File: config.mk
export PLATFORM = sky130hd
export DESIGN_NAME = usb_line_packetizer
export DESIGN_NICKNAME = d
export VERILOG_FILES = /design/src/rtl/usb_line_packetizer.sv
export SDC_FILE = /design/constraint.sdc
export NUM_CORES = 1
export LEC_CHECK = 0
export BUFFER_PORTS_ARGS = -buffer_cell sky130_fd_sc_hd__buf_2
export CAP_MARGIN = 15
export CORE_ASPECT_RATIO = 1.25
export CORE_MARGIN = 10
export CORE_UTILIZATION = 53
export CTS_CLUSTER_SIZE = 20
export DETAILED_ROUTE_END_ITERATION = 10
export GPL_TIMING_DRIVEN = 0
export PLACE_DENSITY = 0.77
export SLEW_MARGIN = 40
export SYNTH_ARGS = -nofsm -noshare
export SYNTH_HDL_FRONTEND = slang
export SYNTH_SLANG_ARGS = --single-unit
File: constraint.sdc
create_clock -name clk -period 3.7 [get_ports clk]
set_input_delay 0.185 -clock clk [delete_from_list [all_inputs] [get_ports clk]]
set_output_delay 0.185 -clock clk [all_outputs]
set_load 0.05 [all_outputs]
File: src/rtl/usb_line_packetizer.sv
// usb_line_packetizer: turns Avalon-ST pixel lines into framed USB byte packets
// (A5 5A line_num len payload checksum) written over Avalon-MM. Byte writes
// are gated by a credit count polled from the downstream TX FIFO.
module usb_line_packetizer #(
  parameter int TX_DEPTH = 512,
  parameter int USEDW_W  = 9
) (
  input  logic        clk,
  input  logic        reset,
  input  logic [15:0] cfg_line_len,
  input  logic [15:0] snk_data,
  input  logic        snk_valid,
  output logic        snk_ready,
  input  logic        snk_sop,
  input  logic        snk_eop,
  output logic [3:0]  avm_address,
  output logic        avm_read,
  input  logic [7:0]  avm_readdata,
  output logic        avm_write,
  output logic [7:0]  avm_writedata,
  output logic [15:0] line_num,
  output logic        err_short,
  output logic        err_long,
  output logic        busy
);
  localparam int CW = USEDW_W + 1;

  typedef enum logic [3:0] {
    IDLE, POLL_L, WAIT_L, POLL_H, WAIT_H, HDR, PAY_LO, PAY_HI, CSUM, DRAIN
  } state_t;

  state_t        state, state_nx, ret_state;
  logic [CW-1:0] credit, credit_rd;
  logic [7:0]    usedw_lo, hdr_byte, hi_byte, csum, wdata;
  logic [15:0]   len, pix_cnt;
  logic [2:0]    hdr_idx;
  logic          eop_seen, wr, rd, rdy, go_poll, accept;
  logic [3:0]    addr;

  // credit implied by the usedw high read; zero when the FIFO reports full
  always_comb begin
    credit_rd = '0;
    if (avm_readdata[7])
      credit_rd = CW'(TX_DEPTH - 1) - CW'({avm_readdata[0], usedw_lo});
  end

  // header byte selected by position within the 6-byte header
  always_comb begin
    hdr_byte = 8'h00;
    case (hdr_idx)
      3'd0:    hdr_byte = 8'hA5;
      3'd1:    hdr_byte = 8'h5A;
      3'd2:    hdr_byte = line_num[7:0];
      3'd3:    hdr_byte = line_num[15:8];
      3'd4:    hdr_byte = len[7:0];
      default: hdr_byte = len[15:8];
    endcase
  end

  // next-state and bus strobes; any byte state lacking credit detours to a poll
  always_comb begin
    state_nx = state;
    wr       = 1'b0;
    wdata    = 8'h00;
    rd       = 1'b0;
    addr     = 4'd0;
    rdy      = 1'b0;
    go_poll  = 1'b0;
    accept   = 1'b0;
    case (state)
      IDLE: begin
        rdy = !(snk_valid && snk_sop);
        if (snk_valid && snk_sop) state_nx = HDR;
      end
      POLL_L: begin rd = 1'b1; addr = 4'd2; state_nx = WAIT_L; end
      WAIT_L: state_nx = POLL_H;
      POLL_H: begin rd = 1'b1; addr = 4'd3; state_nx = WAIT_H; end
      WAIT_H: state_nx = (credit_rd != '0) ? ret_state : POLL_L;
      HDR: begin
        if (credit == '0) go_poll = 1'b1;
        else begin
          wr    = 1'b1;
          wdata = hdr_byte;
          if (hdr_idx == 3'd5) state_nx = (len == 16'd0) ? CSUM : PAY_LO;
        end
      end
      PAY_LO: begin
        if (credit == '0) go_poll = 1'b1;
        else if (eop_seen) begin
          wr       = 1'b1;
          state_nx = PAY_HI;
        end else begin
          rdy = 1'b1;
          if (snk_valid) begin
            accept   = 1'b1;
            wr       = 1'b1;
            wdata    = snk_data[7:0];
            state_nx = PAY_HI;
          end
        end
      end
      PAY_HI: begin
        if (credit == '0) go_poll = 1'b1;
        else begin
          wr       = 1'b1;
          wdata    = hi_byte;
          state_nx = (pix_cnt + 16'd1 == len) ? CSUM : PAY_LO;
        end
      end
      CSUM: begin
        if (credit == '0) go_poll = 1'b1;
        else begin
          wr       = 1'b1;
          wdata    = csum;
          state_nx = eop_seen ? IDLE : DRAIN;
        end
      end
      DRAIN: begin
        rdy = 1'b1;
        if (snk_valid && snk_eop) state_nx = IDLE;
      end
      default: state_nx = IDLE;
    endcase
    if (go_poll) state_nx = POLL_L;
  end

  // state, credit, packet position and checksum registers
  always_ff @(posedge clk or posedge reset) begin
    if (reset) begin
      state     <= IDLE;
      ret_state <= IDLE;
      credit    <= '0;
      usedw_lo  <= 8'h00;
      len       <= 16'd0;
      pix_cnt   <= 16'd0;
      hdr_idx   <= 3'd0;
      hi_byte   <= 8'h00;
      csum      <= 8'h00;
      eop_seen  <= 1'b0;
      line_num  <= 16'd0;
      err_short <= 1'b0;
      err_long  <= 1'b0;
    end else begin
      state <= state_nx;
      if (go_poll) ret_state <= state;
      if (state == WAIT_L) usedw_lo <= avm_readdata;
      if (state == WAIT_H) credit <= credit_rd;
      else if (wr)         credit <= credit - CW'(1);
      if (state == IDLE && snk_valid && snk_sop) begin
        len      <= cfg_line_len;
        pix_cnt  <= 16'd0;
        hdr_idx  <= 3'd0;
        csum     <= 8'h00;
        eop_seen <= 1'b0;
      end
      if (wr && state == HDR) hdr_idx <= hdr_idx + 3'd1;
      // checksum covers everything after the A5 5A sync bytes, up to the payload end
      if (wr && ((state == HDR && hdr_idx >= 3'd2) || state == PAY_LO || state == PAY_HI))
        csum <= csum + wdata;
      if (wr && state == PAY_LO) begin
        hi_byte <= accept ? snk_data[15:8] : 8'h00;
        if (accept && snk_eop) begin
          eop_seen <= 1'b1;
          if (pix_cnt + 16'd1 < len) err_short <= 1'b1;
        end
      end
      if (wr && state == PAY_HI) pix_cnt <= pix_cnt + 16'd1;
      if (wr && state == CSUM) begin
        line_num <= line_num + 16'd1;
        if (!eop_seen && len != 16'd0) err_long <= 1'b1;
      end
      // zero-length line: any beat other than a lone sop+eop is an overrun
      if (state == DRAIN && snk_valid && !snk_eop && len == 16'd0) err_long <= 1'b1;
    end
  end

  assign snk_ready     = rdy && !reset;
  assign avm_read      = rd && !reset;
  assign avm_write     = wr && !reset;
  assign avm_address   = addr;
  assign avm_writedata = wdata;
  assign busy          = !reset && state != IDLE && state != DRAIN;
endmodule
==> results.md, run 1 <==
* Die span in y at 137 um
* IO Count at 79
* Tightest Hold Check Type: input port to register
* Drt total wl at 16.4 mm
* Final estimated routing congestion in global placement at 0.925
* Post-detailed-placement cell area at 0.00650 sq mm
* Number of antenna violations at the first check in global routing at 0
* Core region area at 0.0107 sq mm
* Depth of the worst register-to-register path at 17
* Headroom to the max-slew limit at 50.3%
* TritonCTS clock tree: built
* Post-detailed-route DRC marker count at 0
* Filler cell count at 844
* DR pass1 iterations at 6
* Clk_lat worst skew at 0.36 ns
* Area share of the leading cell type in the synthesized netlist at 41.2%
* Share of synthesized area occupied by flip-flops and latches at 41.2%
* Share of the clock period used by the worst path at 99.4%
* CTS root buffer: sky130_fd_sc_hd__clkbuf_16
* Origin of the worst min-delay path: snk_data[15]
* Max Buffers Root-to-Sink at 2
* Final cell utilization of the core at 67.4%
* Number of buffers inserted by port buffering at 76
* Final setup vio count at 0
* Crit. Startpoint: hdr_idx[0]$_DFFE_PP0P_
* Peak supply drop at 0.459 mV
* Clock H-tree levels at 3
* Overall global routing resource usage at 20.4%
* Final Worst Setup Slack at 0.0234 ns
* Critical Path End: csum[7]$_DFFE_PP0P_
* Data required time at the worst endpoint at 3.97 ns
* Count of distinct cell types in the synthesized netlist at 67
* Ratio of total power to cell area at 754 mW/mm^2
* Setup Crit Path Kind: register to register
* Maximum clock skew at final layout at 0.00866 ns
* Crit Path Max Fanout at 5
* Synthesized area per cell at 9.37 sq um
* Fin. max-slew vios at 0
* Maximum number of pins on one net before global-route repair at 83
* Syn. warnings at 0
* Final layout net count at 810
* Outcome: finished, final reports clean
* Leading register cell type out of synthesis: sky130_fd_sc_hd__dfrtp_1
* Starting Density at 54.7%
* Final Critical Period at 3.68 ns
* Leakage power at 3.35 nW
* Achievable clock frequency at 272 MHz
* Proportion of layout cells with a drive suffix above 1 at 28.5%
* Leading cell types by total area after synthesis: sky130_fd_sc_hd__dfrtp_1 (41%), sky130_fd_sc_hd__ha_1 (6.7%), sky130_fd_sc_hd__mux2_2 (5.0%), sky130_fd_sc_hd__nand2_1 (4.6%), sky130_fd_sc_hd__xnor2_1 (4.5%)
* Cell type contributing the most total cell area after synthesis: sky130_fd_sc_hd__dfrtp_1
* Critical register-to-register path startpoint: hdr_idx[0]$_DFFE_PP0P_
* DIE AREA at 0.0156 sq mm
* CTS Buf Count at 9
* Routed via count at 5,269
* Arrival time reported for the critical path endpoint at 3.94 ns
* Hold Fails Final Rpt at 0
* Drt wl/cell at 18.8 um
* CTS Sinks at 96
* Mapped Area at 0.00583 sq mm
* Number of flops mapped to enable cells by yosys at 0
* Wire length of the first global-routing pass at 26.0 mm
* Startpoint type of the worst setup path: register
* Count of standard-cell rows at 42
* Antenna Violating Nets Remaining at 0
* Remaining global-route overflow at 0
* Critical path endpoint category: register
* Horizontal extent of the die at 114 um
* Post-Place Setup Slack at -0.430 ns
* Cell count after synthesis at 622
* Layout overhead on the synthesized area at 23.3%
* Setup TNS at 0 ns
* Seq cells post-synth at 96
* Number of global-route vias before repair at 5,398
* Non-filler cells in the finished layout at 871
* Drt initial violations at 460
* Async set-reset flop share out of synthesis at 100%
* Register-to-register path setup slack at 0.02 ns
* Terminus of the critical flop-to-flop path: csum[7]$_DFFE_PP0P_
* Number of maximum-capacitance constraint violations at 0
* Setup repair after global routing missed its margin: yes
* Placed Instances at 832
* Slew at the pin with the worst max-slew slack at 0.741 ns
* Clock Pin Slew Worst Setup and Hold Paths at 0.07 ns
* Via density per instance at 6.05
* Sum of net half-perimeters after detailed placement at 12.0 mm
* Total non-filler cell area in the finished layout at 0.00719 sq mm
[worst max-delay path, stage by stage (launching register included)]
cell and delay, ns:
sky130_fd_sc_hd__dfrtp_1 0.42, sky130_fd_sc_hd__buf_4 0.17, sky130_fd_sc_hd__ha_4 0.17, sky130_fd_sc_hd__nor3_4 0.17
sky130_fd_sc_hd__o21bai_2 0.11, sky130_fd_sc_hd__buf_6 0.14, sky130_fd_sc_hd__nand2_1 0.06, sky130_fd_sc_hd__o21ai_2 0.07
sky130_fd_sc_hd__a222oi_1 0.50, sky130_fd_sc_hd__o21ai_4 0.13, sky130_fd_sc_hd__ha_4 0.29, sky130_fd_sc_hd__nand3_1 0.07
sky130_fd_sc_hd__o211ai_1 0.31, sky130_fd_sc_hd__nor4_2 0.11, sky130_fd_sc_hd__or2_4 0.25, sky130_fd_sc_hd__or3_4 0.33
sky130_fd_sc_hd__o211a_1 0.22, sky130_fd_sc_hd__o31ai_1 0.06
[metal layers]
metal | GRT usage (%) | part of all wire, % | vias up
met1 | 22.3 | 38 | 2522
met3 | 4.79 | 6.9 | 63
met4 | 10.4 | 3.7 | 0
met5 | 0 | 0 | -
met2 | 36.0 | 51 | 226
li1 | - | - | 2458
[cell type report]
class                           instances  area [sq um]  area share, %
Clock inverter                          6           115           1.60
Clock buffer                           10           239           3.33
Multi-Input combinational cell        464          3370           46.8
Tap cell                              132           165           2.30
Timing Repair Buffer                  101           596           8.29
Buffer                                 29           171           2.39
Inverter                               32           128           1.78
Sequential cell                        96          2400           33.5
Antenna cell                            1          2.50         0.0348
[placed cells by master, fill, tap and decap left out, types with 4 or more instances in the layout]
| master | instances |
|---|---|
| sky130_fd_sc_hd__inv_2 | 4 |
| sky130_fd_sc_hd__buf_4 | 28 |
| sky130_fd_sc_hd__mux2_2 | 26 |
| sky130_fd_sc_hd__o21ai_0 | 40 |
| sky130_fd_sc_hd__a21o_1 | 5 |
| sky130_fd_sc_hd__a31oi_1 | 7 |
| sky130_fd_sc_hd__clkbuf_1 | 10 |
| sky130_fd_sc_hd__ha_1 | 23 |
| sky130_fd_sc_hd__buf_2 | 82 |
| sky130_fd_sc_hd__dfrtp_1 | 94 |
| sky130_fd_sc_hd__a222oi_1 | 4 |
| sky130_fd_sc_hd__and3_1 | 9 |
| sky130_fd_sc_hd__a22o_1 | 9 |
| sky130_fd_sc_hd__nand4_1 | 9 |
| sky130_fd_sc_hd__clkbuf_16 | 9 |
| sky130_fd_sc_hd__nor2b_1 | 6 |
| sky130_fd_sc_hd__nor4_1 | 6 |
| sky130_fd_sc_hd__nand2_1 | 69 |
| sky130_fd_sc_hd__o21ai_4 | 4 |
| sky130_fd_sc_hd__a32oi_1 | 4 |
| sky130_fd_sc_hd__nand2b_1 | 9 |
| sky130_fd_sc_hd__xor2_1 | 13 |
| sky130_fd_sc_hd__nor3_1 | 8 |
| sky130_fd_sc_hd__xnor2_1 | 30 |
| sky130_fd_sc_hd__nor2_1 | 26 |
| sky130_fd_sc_hd__nand3_1 | 40 |
| sky130_fd_sc_hd__o21ai_1 | 14 |
| sky130_fd_sc_hd__buf_6 | 5 |
| sky130_fd_sc_hd__nand3b_1 | 12 |
| sky130_fd_sc_hd__ha_4 | 5 |
| sky130_fd_sc_hd__o21ai_2 | 4 |
| sky130_fd_sc_hd__a21oi_1 | 15 |
| sky130_fd_sc_hd__inv_1 | 27 |
[state kept, by name, summed over array words and instances (netlist names)]
name       cells
credit        10
usedw_lo       8
err_short      1
hi_byte        8
state          4
hdr_idx        3
eop_seen       1
pix_cnt       16
len           16
csum           8
ret_state      4
line_num      16
err_long       1
[repair_timing]
| item | 4_1_cts | 5_1_grt |
|---|---|---|
| resized for setup | 17 | 35 |
| endpoints found under the hold margin | 14 | 0 |
| pin swaps | 5 | 12 |
| hold buffers | 1 | 0 |
| gates cloned | 0 | 1 |
| endpoints found under the setup margin | 2 | 2 |
| setup buffers | 12 | 11 |
[metrics by stage]
step | power [mW] | hold slack, ns
6_report | 5.42 | 0.0426
4_1_cts | 5.17 | 0.0458
3_5_place_dp | 3.94 | 0.151
5_1_grt | 5.72 | 0.0582
3_3_place_gp | 3.83 | 0.404
2_1_floorplan | 3.34 | 0.318
[how the worst min path moves through the flow]
stage,cells past startpoint,to,slack (ns)
finish,2,hi_byte[7]$_DFFE_PP0P_,0.04
floorplan,1,eop_seen$_DFF_PP0_,0.32
global route,2,hi_byte[7]$_DFFE_PP0P_,0.06
global placement,2,hi_byte[5]$_DFFE_PP0P_,0.40
CTS,2,hi_byte[6]$_DFFE_PP0P_,0.05
detailed placement,2,state[1]$_DFFE_PP0P_,0.15
[kinds of logic (layout without fill, tap and decap cells)]
logic type | Yosys count | in the layout | synth area share [%]
simple gates | 221 | 221 | 20.1
fa+ha+maj | 32 | 32 | 7.00
mux | 26 | 26 | 5.02
xor+xnor | 43 | 43 | 6.46
buf+inv | 63 | 178 | 4.85
other cells | 1 | 3 | 0.0643
compound gates | 140 | 140 | 15.3
flops | 96 | 96 | 41.2
[cell usage after synthesis, types with 12 or more instances]
library cell and number:
sky130_fd_sc_hd__nor2_1 28, sky130_fd_sc_hd__nand3_1 40, sky130_fd_sc_hd__mux2_2 26, sky130_fd_sc_hd__xnor2_1 30
sky130_fd_sc_hd__nand2_1 71, sky130_fd_sc_hd__xor2_1 13, sky130_fd_sc_hd__ha_1 31, sky130_fd_sc_hd__a21oi_1 18
sky130_fd_sc_hd__o21ai_0 51, sky130_fd_sc_hd__dfrtp_1 96, sky130_fd_sc_hd__nand3b_1 12, sky130_fd_sc_hd__inv_1 31
sky130_fd_sc_hd__clkbuf_1 13
[power breakdown]
group | switching [mW] | internal [mW] | total, mW
clock | 0.427 | 0.683 | 1.11
sequential | 0.324 | 1.37 | 1.70
combinational | 1.55 | 1.07 | 2.62
(Power assumes the default switching activity.)
==> inputs of run 2 (changes only) <==
Settings changed: ABC_AREA from default to 1.
==> results.md, run 2 <==
* Number of maximum-capacitance constraint violations at 0 (unchanged)
* Number of flops mapped to enable cells by yosys at 0 (unchanged)
* DR pass1 iterations at 5 (was 6)
* Syn. warnings at 0 (unchanged)
* Drt initial violations at 312 (was 460)
* Count of standard-cell rows at 43 (was 42)
* Number of antenna violations at the first check in global routing at 0 (unchanged)
* Crit. Startpoint: hdr_idx[0]$_DFFE_PP0P_ (unchanged)
* Tightest Hold Check Type: input port to register (unchanged)
* Achievable clock frequency at 297 MHz (was 272 MHz)
* Seq cells post-synth at 96 (unchanged)
* Clk_lat worst skew at 0.35 ns (was 0.36 ns)
* Area share of the leading cell type in the synthesized netlist at 40.1% (was 41.2%)
* Most used standard cell by instance count after synthesis: sky130_fd_sc_hd__nand2_1 (was sky130_fd_sc_hd__dfrtp_1)
* Fin. max-slew vios at 0 (unchanged)
* Final estimated routing congestion in global placement at 0.919 (was 0.925)
* Final layout net count at 942 (was 810)
* Multiplexer fraction of the synthesized cell area at 0% (was 5.02%)
* Maximum number of pins on one net before global-route repair at 50 (was 83)
* Critical path endpoint category: register (unchanged)
* Proportion of layout cells with a drive suffix above 1 at 17.5% (was 28.5%)
* Maximum clock skew at final layout at 0.0109 ns (was 0.00866 ns)
* Wire length of the first global-routing pass at 25.8 mm (was 26.0 mm)
* TritonCTS clock tree: built (unchanged)
* Diode insertion count for antenna repair at 0 (was 1)
* Die span in y at 139 um (was 137 um)
* Xor/xnor share of the synthesized area at 4.67% (was 6.46%)
* Hold Fails Final Rpt at 0 (unchanged)
* CTS Buf Count at 9 (unchanged)
* Share of the clock period used by the worst path at 91.1% (was 99.4%)
* Layout overhead on the synthesized area at 15.1% (was 23.3%)
* Antenna Violating Nets Remaining at 0 (unchanged)
* Critical register-to-register path startpoint: hdr_idx[0]$_DFFE_PP0P_ (unchanged)
* Most instantiated cells after synthesis: sky130_fd_sc_hd__nand2_1 (171), sky130_fd_sc_hd__inv_1 (101), sky130_fd_sc_hd__dfrtp_1 (96) (was sky130_fd_sc_hd__dfrtp_1 (96), sky130_fd_sc_hd__nand2_1 (71), sky130_fd_sc_hd__o21ai_0 (51))
* Setup TNS at 0 ns (unchanged)
* Setup Crit Path Kind: register to register (unchanged)
* Clock H-tree levels at 3 (unchanged)
* Core region area at 0.0111 sq mm (was 0.0107 sq mm)
* Ratio of total power to cell area at 747 mW/mm^2 (was 754 mW/mm^2)
* Overall global routing resource usage at 19.7% (was 20.4%)
* Share of synthesized area occupied by flip-flops and latches at 40.1% (was 41.2%)
* IO Count at 79 (unchanged)
* Data required time at the worst endpoint at 3.93 ns (was 3.97 ns)
* Peak supply drop at 0.388 mV (was 0.459 mV)
* DIE AREA at 0.0160 sq mm (was 0.0156 sq mm)
* Routed via count at 5,505 (was 5,269)
* Count of distinct cell types in the synthesized netlist at 44 (was 67)
* Mapped Area at 0.00600 sq mm (was 0.00583 sq mm)
* Startpoint type of the worst setup path: register (unchanged)
* Commonest non-fill, non-tap cells in the layout: sky130_fd_sc_hd__nand2_1 (171), sky130_fd_sc_hd__inv_1 (100), sky130_fd_sc_hd__dfrtp_1 (96) (was sky130_fd_sc_hd__dfrtp_1 (94), sky130_fd_sc_hd__buf_2 (82), sky130_fd_sc_hd__nand2_1 (69))
* Leakage power at 3.46 nW (was 3.35 nW)
* Leading register cell type out of synthesis: sky130_fd_sc_hd__dfrtp_1 (unchanged)
* Top Registers: len x16, line_num x16, pix_cnt x16 (unchanged)
* Compound-cell area share of the yosys netlist at 16.0% (was 15.3%)
* Sum of net half-perimeters after detailed placement at 12.2 mm (was 12.0 mm)
* Filler cell count at 981 (was 844)
* Number of buffers inserted by port buffering at 76 (unchanged)
* Adder and majority gate portion of the synthesized area at 6.80% (was 7.00%)
* CTS root buffer: sky130_fd_sc_hd__clkbuf_16 (unchanged)
* Slew at the pin with the worst max-slew slack at 0.624 ns (was 0.741 ns)
* CTS Sinks at 96 (unchanged)
* Post-detailed-route DRC marker count at 0 (unchanged)
* Arrival time reported for the critical path endpoint at 3.60 ns (was 3.94 ns)
* Number of global-route vias before repair at 5,372 (was 5,398)
* Final setup vio count at 0 (unchanged)
* Drt wl/cell at 15.7 um (was 18.8 um)
* Main combinational cell family by area after synthesis: simple AND/OR/NAND/NOR gates (unchanged)
* Headroom to the max-slew limit at 58.2% (was 50.3%)
* Clock Pin Slew Worst Setup and Hold Paths at 0.07 ns (about the same)
* Synthesized area per cell at 7.75 sq um (was 9.37 sq um)
* Async set-reset flop share out of synthesis at 100% (unchanged)
* Total Power at 5.16 mW (was 5.42 mW)
* Setup repair after global routing missed its margin: no (was yes)
* Horizontal extent of the die at 115 um (was 114 um)
* Crit Path Max Fanout at 10 (was 5)
* Cell type contributing the most total cell area after synthesis: sky130_fd_sc_hd__dfrtp_1 (unchanged)
* Final Critical Period at 3.37 ns (was 3.68 ns)
* Leading cell types by total area after synthesis: sky130_fd_sc_hd__dfrtp_1 (40%), sky130_fd_sc_hd__nand2_1 (11%), sky130_fd_sc_hd__ha_1 (6.5%), sky130_fd_sc_hd__inv_1 (6.3%), sky130_fd_sc_hd__o21ai_0 (5.6%) (was sky130_fd_sc_hd__dfrtp_1 (41%), sky130_fd_sc_hd__ha_1 (6.7%), sky130_fd_sc_hd__mux2_2 (5.0%), sky130_fd_sc_hd__nand2_1 (4.6%), sky130_fd_sc_hd__xnor2_1 (4.5%))
* Outcome: finished, final reports clean (unchanged)
* Drt total wl at 15.8 mm (was 16.4 mm)
* Max Buffers Root-to-Sink at 2 (unchanged)
* Area share of and/or/nand/nor cells after synthesis at 23.3% (was 20.1%)
* Via density per instance at 5.48 (was 6.05)
* Starting Density at 54.1% (was 54.7%)
* Cell count after synthesis at 774 (was 622)
* Remaining global-route overflow at 0 (unchanged)
* Most frequent standard cell in the layout excluding fill and tap cells: sky130_fd_sc_hd__nand2_1 (was sky130_fd_sc_hd__dfrtp_1)
* Origin of the worst min-delay path: avm_readdata[6] (was snk_data[15])
## run 2: changes by cell type after synthesis, sizes merged, moves of 15 or more
cell,change
o21ai,+21
o22ai,+23
a21oi,+15
mux2,-26
nand2,+107
xor2,+15
nor2,+27
xnor2,-26
inv,+87
## run 2: path summary, 6_finish.rpt
kind | to | slack [ns] | cells past startpoint
min in group asynchronous | state[1]$_DFFE_PP0P_ | 0.41 | 3
worst max register to register | csum[6]$_DFFE_PP0P_ | 0.33 | 21
worst max-delay path | csum[6]$_DFFE_PP0P_ | 0.33 | 21
worst min-delay path | usedw_lo[6]$_DFFE_PP0P_ | 0.04 | 3
max in group asynchronous | credit[4]$_DFFE_PP0P_ | 2.72 | 4
worst min register to register | err_short$_DFFE_PP0P_ | 0.46 | 2
## run 2: per-stage QoR
stage	area (sq um)	instances	setup WS [ns]	hold slack, ns	utilization, %
6_report	6900	1005	0.329	0.0398	62.3
5_1_grt	6900	1005	0.0435	0.0418	62.3
4_1_cts	6880	1004	0.161	0.0350	62.1
3_5_place_dp	6580	987	0.196	0.238	59.4
3_3_place_gp	6550	986	-0.202	0.391	59.1
2_1_floorplan	6000	775	0.243	0.302	-
## run 2: worst max-delay path, cell delays in order (launching register included)
cell and delay [ns]:
sky130_fd_sc_hd__dfrtp_1 0.41, sky130_fd_sc_hd__inv_1 0.13, sky130_fd_sc_hd__ha_1 0.18, sky130_fd_sc_hd__inv_1 0.07
sky130_fd_sc_hd__nor2_4 0.17, sky130_fd_sc_hd__nor2_1 0.09, sky130_fd_sc_hd__nand2_1 0.08, sky130_fd_sc_hd__clkbuf_4 0.19
sky130_fd_sc_hd__inv_2 0.05, sky130_fd_sc_hd__a21oi_2 0.19, sky130_fd_sc_hd__o2111ai_1 0.17, sky130_fd_sc_hd__o211ai_1 0.17
sky130_fd_sc_hd__nand3_2 0.17, sky130_fd_sc_hd__fa_1 0.50, sky130_fd_sc_hd__nand3_1 0.09, sky130_fd_sc_hd__nand3_1 0.11
sky130_fd_sc_hd__nand2_1 0.08, sky130_fd_sc_hd__nand2_1 0.05, sky130_fd_sc_hd__a21oi_1 0.16, sky130_fd_sc_hd__nand2_1 0.07
sky130_fd_sc_hd__nand2_1 0.07, sky130_fd_sc_hd__o22ai_1 0.06
## run 2: final cells by class
type                    count  area, sq um  share of cell area [%]
repair buffers             79          425                    6.16
well taps                 135          169                    2.45
clock buffers              11          233                    3.37
inverters                 119          457                    6.62
plain buffers              17         98.8                    1.43
multi-input cells         543         3060                    44.4
clock inverters             5         56.3                   0.816
flip-flops and latches     96         2400                    34.8
## run 2: metal layers
layer,share of wire (%),wire length (um),GRT usage [%],up-vias
li1,-,-,-,2746
met3,6.4,1010,4.16,33
met2,50,7910,33.5,181
met1,41,6410,23.6,2545
met4,2.7,429,7.51,0
met5,0,0,0,-
## run 2: kinds of logic after synthesis
family | after synthesis
compound gates | 164
xor+xnor | 32
fa+ha+maj | 32
buf+inv | 136
flops | 96
other cells | 1
simple gates | 313
## run 2: power by group
group	switching, mW	internal, mW
Sequential	0.274	1.44
Clock	0.401	0.525
Combinational	1.69	0.825
Total	2.37	2.79
## run 2: what timing repair did
item,CTS,global route
resized for setup,0,3
hold buffers,1,0
setup endpoints to repair,0,1
hold endpoints to repair,47,0
setup buffers,0,1
==> inputs of run 3 (changes only) <==
Clock period 3.7 ns to 2.7 ns, I/O delays scaled along.
==> results.md, run 3 (synthesis results as in run 2) <==
* Final cell utilization of the core at 69.1% (was 62.3%)
* Terminus of the critical flop-to-flop path: csum[5]$_DFFE_PP0P_ (was csum[6]$_DFFE_PP0P_)
* Crit Path Max Fanout at 7 (was 10)
* Post-detailed-route DRC marker count at 0 (unchanged)
* Layout overhead on the synthesized area at 27.7% (was 15.1%)
* Number of antenna violations at the first check in global routing at 0 (unchanged)
* Worst hold stages at 3 (unchanged)
* Sum of net half-perimeters after detailed placement at 12.6 mm (was 12.2 mm)
* Sw Share at 45.9% (was 46.0%)
* Non-filler cells in the finished layout at 1,044 (was 1,005)
* Count of standard-cell rows at 43 (unchanged)
* Peak supply drop at 0.580 mV (was 0.388 mV)
* TritonCTS clock tree: built (unchanged)
* Sw Pwr at 3.62 mW (was 2.37 mW)
* Final Worst Setup Slack at -0.166 ns (was 0.329 ns)
* Die span in y at 139 um (unchanged)
* Outcome: finished, violations left (was finished, final reports clean)
* Ratio of total power to cell area at 1030 mW/mm^2 (was 747 mW/mm^2)
* Startpoint type of the worst setup path: register (unchanged)
* Depth of the worst register-to-register path at 21 (unchanged)
* Headroom to the max-slew limit at 64.1% (was 58.2%)
* Drt total wl at 17.0 mm (was 15.8 mm)
* Horizontal extent of the die at 115 um (unchanged)
* Critical path endpoint category: register (unchanged)
* Sequential group share of total power at 30.2% (was 33.2%)
* Final setup vio count at 8 (was 0)
* Register-to-register path setup slack at -0.17 ns (was 0.33 ns)
* Placed Instances at 987 (unchanged)
* Filler cell count at 879 (was 981)
* Tightest Hold Check Type: input port to register (unchanged)
* Critical register-to-register path startpoint: hdr_idx[0]$_DFFE_PP0P_ (unchanged)
* Starting Density at 54.1% (unchanged)
* CTS Buf Count at 9 (unchanged)
* Hold Fails Final Rpt at 2 (was 0)
* Arrival time reported for the critical path endpoint at 3.11 ns (was 3.60 ns)
* Top Registers: len x16, line_num x16, pix_cnt x16 (unchanged)
* Violated checks: hold timing, setup timing
* Via density per instance at 5.56 (was 5.48)
* Setup TNS at -0.693 ns (was 0 ns)
* Origin of the worst min-delay path: snk_data[10] (was avm_readdata[6])
* Slew at the pin with the worst max-slew slack at 0.538 ns (was 0.624 ns)
* Clk_lat worst skew at 0.36 ns (was 0.35 ns)
* DR pass1 iterations at 5 (unchanged)
* Number of buffers inserted by port buffering at 76 (unchanged)
* Achievable clock frequency at 349 MHz (was 297 MHz)
* Data required time at the worst endpoint at 2.94 ns (was 3.93 ns)
* Fin. max-slew vios at 0 (unchanged)
* Routed via count at 5,808 (was 5,505)
* Total Power at 7.88 mW (was 5.16 mW)
* Destination of the worst hold path: hi_byte[2]$_DFFE_PP0P_ (was usedw_lo[6]$_DFFE_PP0P_)
* Most frequent standard cell in the layout excluding fill and tap cells: sky130_fd_sc_hd__nand2_1 (unchanged)
* Proportion of layout cells with a drive suffix above 1 at 26.2% (was 17.5%)
* IO Count at 79 (unchanged)
* Maximum clock skew at final layout at 0.00864 ns (was 0.0109 ns)
* Core region area at 0.0111 sq mm (unchanged)
* Wire length of the first global-routing pass at 28.0 mm (was 25.8 mm)
* Antenna Violating Nets Remaining at 0 (unchanged)
* Internal power of the cells at 4.26 mW (was 2.79 mW)
* Leakage power at 3.73 nW (was 3.46 nW)
* Number of maximum-capacitance constraint violations at 0 (unchanged)
* Share of the clock period used by the worst path at 106% (was 91.1%)
* DIE AREA at 0.0160 sq mm (unchanged)
* Setup Crit Path Kind: register to register (unchanged)
* Number of global-route vias before repair at 5,854 (was 5,372)
* Setup repair after global routing missed its margin: yes (was no)
* Clock Pin Slew Worst Setup and Hold Paths at 0.07 ns (about the same)
* Worst hold slack across all endpoints at -0.00720 ns (was 0.0398 ns)
* Final estimated routing congestion in global placement at 0.950 (was 0.919)
* Drt wl/cell at 16.3 um (was 15.7 um)
* Remaining global-route overflow at 0 (unchanged)
* Commonest non-fill, non-tap cells in the layout: sky130_fd_sc_hd__nand2_1 (165), sky130_fd_sc_hd__dfrtp_1 (95), sky130_fd_sc_hd__inv_1 (93) (was sky130_fd_sc_hd__nand2_1 (171), sky130_fd_sc_hd__inv_1 (100), sky130_fd_sc_hd__dfrtp_1 (96))
* Diode insertion count for antenna repair at 0 (unchanged)
* Max Buffers Root-to-Sink at 2 (unchanged)
* Clock network power share at 18.1% (was 18.0%)
* Clock H-tree levels at 3 (unchanged)
* Maximum number of pins on one net before global-route repair at 51 (was 50)
* CTS root buffer: sky130_fd_sc_hd__clkbuf_16 (unchanged)
* Final layout net count at 981 (was 942)
* CTS Sinks at 96 (unchanged)
* Overall global routing resource usage at 21.3% (was 19.7%)
* Final Critical Period at 2.87 ns (was 3.37 ns)
* Drt initial violations at 394 (was 312)
* Combinational fraction of design power at 51.6% (was 48.9%)
## run 3: cell types whose count changed in the layout (fill, tap and decap cells not counted), sizes merged
cell,delta
inv,+2
clkinv,-1
clkbuf,-3
buf,+29
bufinv,+1
dlygate4sd3,+11
## run 3: timing repair
action,CTS,global route
hold buffers,12,0
buffers inserted,23,6
pin swaps,21,16
gates resized for setup,24,17
setup endpoints to repair,12,13
endpoints found under the hold margin,57,0
## run 3: stage by stage
| stage | instance area, sq um | hold WS, ns | worst slack [ns] |
|---|---|---|---|
| after CTS | 7530 | 0.00301 | -0.170 |
| final | 7660 | -0.00720 | -0.166 |
| after global routing | 7660 | 0.00621 | -0.362 |
| after global placement | 6800 | 0.336 | -1.15 |
| after detailed placement | 6830 | 0.194 | -0.393 |
| after floorplan | 6250 | 0.252 | -0.146 |
## run 3: layout make-up
class,instances,area [sq um],area share [%]
clock buffers,9,225,2.94
flip-flops and latches,96,2400,31.4
multi-input cells,543,3450,45.0
repair buffers,118,746,9.74
clock inverters,7,98.8,1.29
well taps,135,169,2.21
plain buffers,17,106,1.39
inverters,119,464,6.06
## run 3: how the worst max path moves through the flow
stage                     depth (start not counted)             endpoint  slack (ns)              startpoint
final                                            21  csum[5]$_DFFE_PP0P_       -0.17  hdr_idx[0]$_DFFE_PP0P_
after global routing                             19  csum[5]$_DFFE_PP0P_       -0.36  hdr_idx[1]$_DFFE_PP0P_
after CTS                                        21  csum[6]$_DFFE_PP0P_       -0.17  hdr_idx[0]$_DFFE_PP0P_
after detailed placement                         21  csum[6]$_DFFE_PP0P_       -0.39  hdr_idx[0]$_DFFE_PP0P_
after global placement                            2   len[6]$_DFFE_PP0P_       -1.15                   reset
after floorplan                                  22  csum[6]$_DFFE_PP0P_       -0.15   credit[1]$_DFFE_PP0P_
## run 3: per-layer routing
| layer | share of wire, % | global-route usage, % |
|---|---|---|
| met5 | 0 | 0 |
| met4 | 2.8 | 9.01 |
| met3 | 4.8 | 3.38 |
| met2 | 51 | 36.3 |
| met1 | 41 | 25.6 |
## run 3: worst max-delay path, stage by stage (launching register included)
cell and delay [ns]:
sky130_fd_sc_hd__dfrtp_1 0.42, sky130_fd_sc_hd__inv_2 0.12, sky130_fd_sc_hd__ha_4 0.15, sky130_fd_sc_hd__inv_2 0.04, sky130_fd_sc_hd__nor2_4 0.09, sky130_fd_sc_hd__nor2_2 0.06
sky130_fd_sc_hd__nand2_2 0.07, sky130_fd_sc_hd__buf_6 0.13, sky130_fd_sc_hd__inv_4 0.04, sky130_fd_sc_hd__a21oi_4 0.18, sky130_fd_sc_hd__o2111ai_4 0.17, sky130_fd_sc_hd__o211ai_1 0.19
sky130_fd_sc_hd__nand3_4 0.12, sky130_fd_sc_hd__buf_4 0.16, sky130_fd_sc_hd__ha_4 0.25, sky130_fd_sc_hd__nand3_1 0.07, sky130_fd_sc_hd__nand2_2 0.09, sky130_fd_sc_hd__nand2_1 0.07
sky130_fd_sc_hd__nand2_1 0.06, sky130_fd_sc_hd__nand2_1 0.08, sky130_fd_sc_hd__a21oi_2 0.13, sky130_fd_sc_hd__o22ai_1 0.08
## run 3: power by group through the flow
stage | Clock [mW] | Sequential, mW | Combinational (mW)
final | 1.43 | 2.38 | 4.07
after CTS | 1.44 | 2.37 | 3.88
after global placement | 0 | 2.36 | 3.52
after global routing | 1.49 | 2.45 | 4.54
after floorplan | 0 | 2.29 | 2.84
after detailed placement | 0 | 2.39 | 3.64
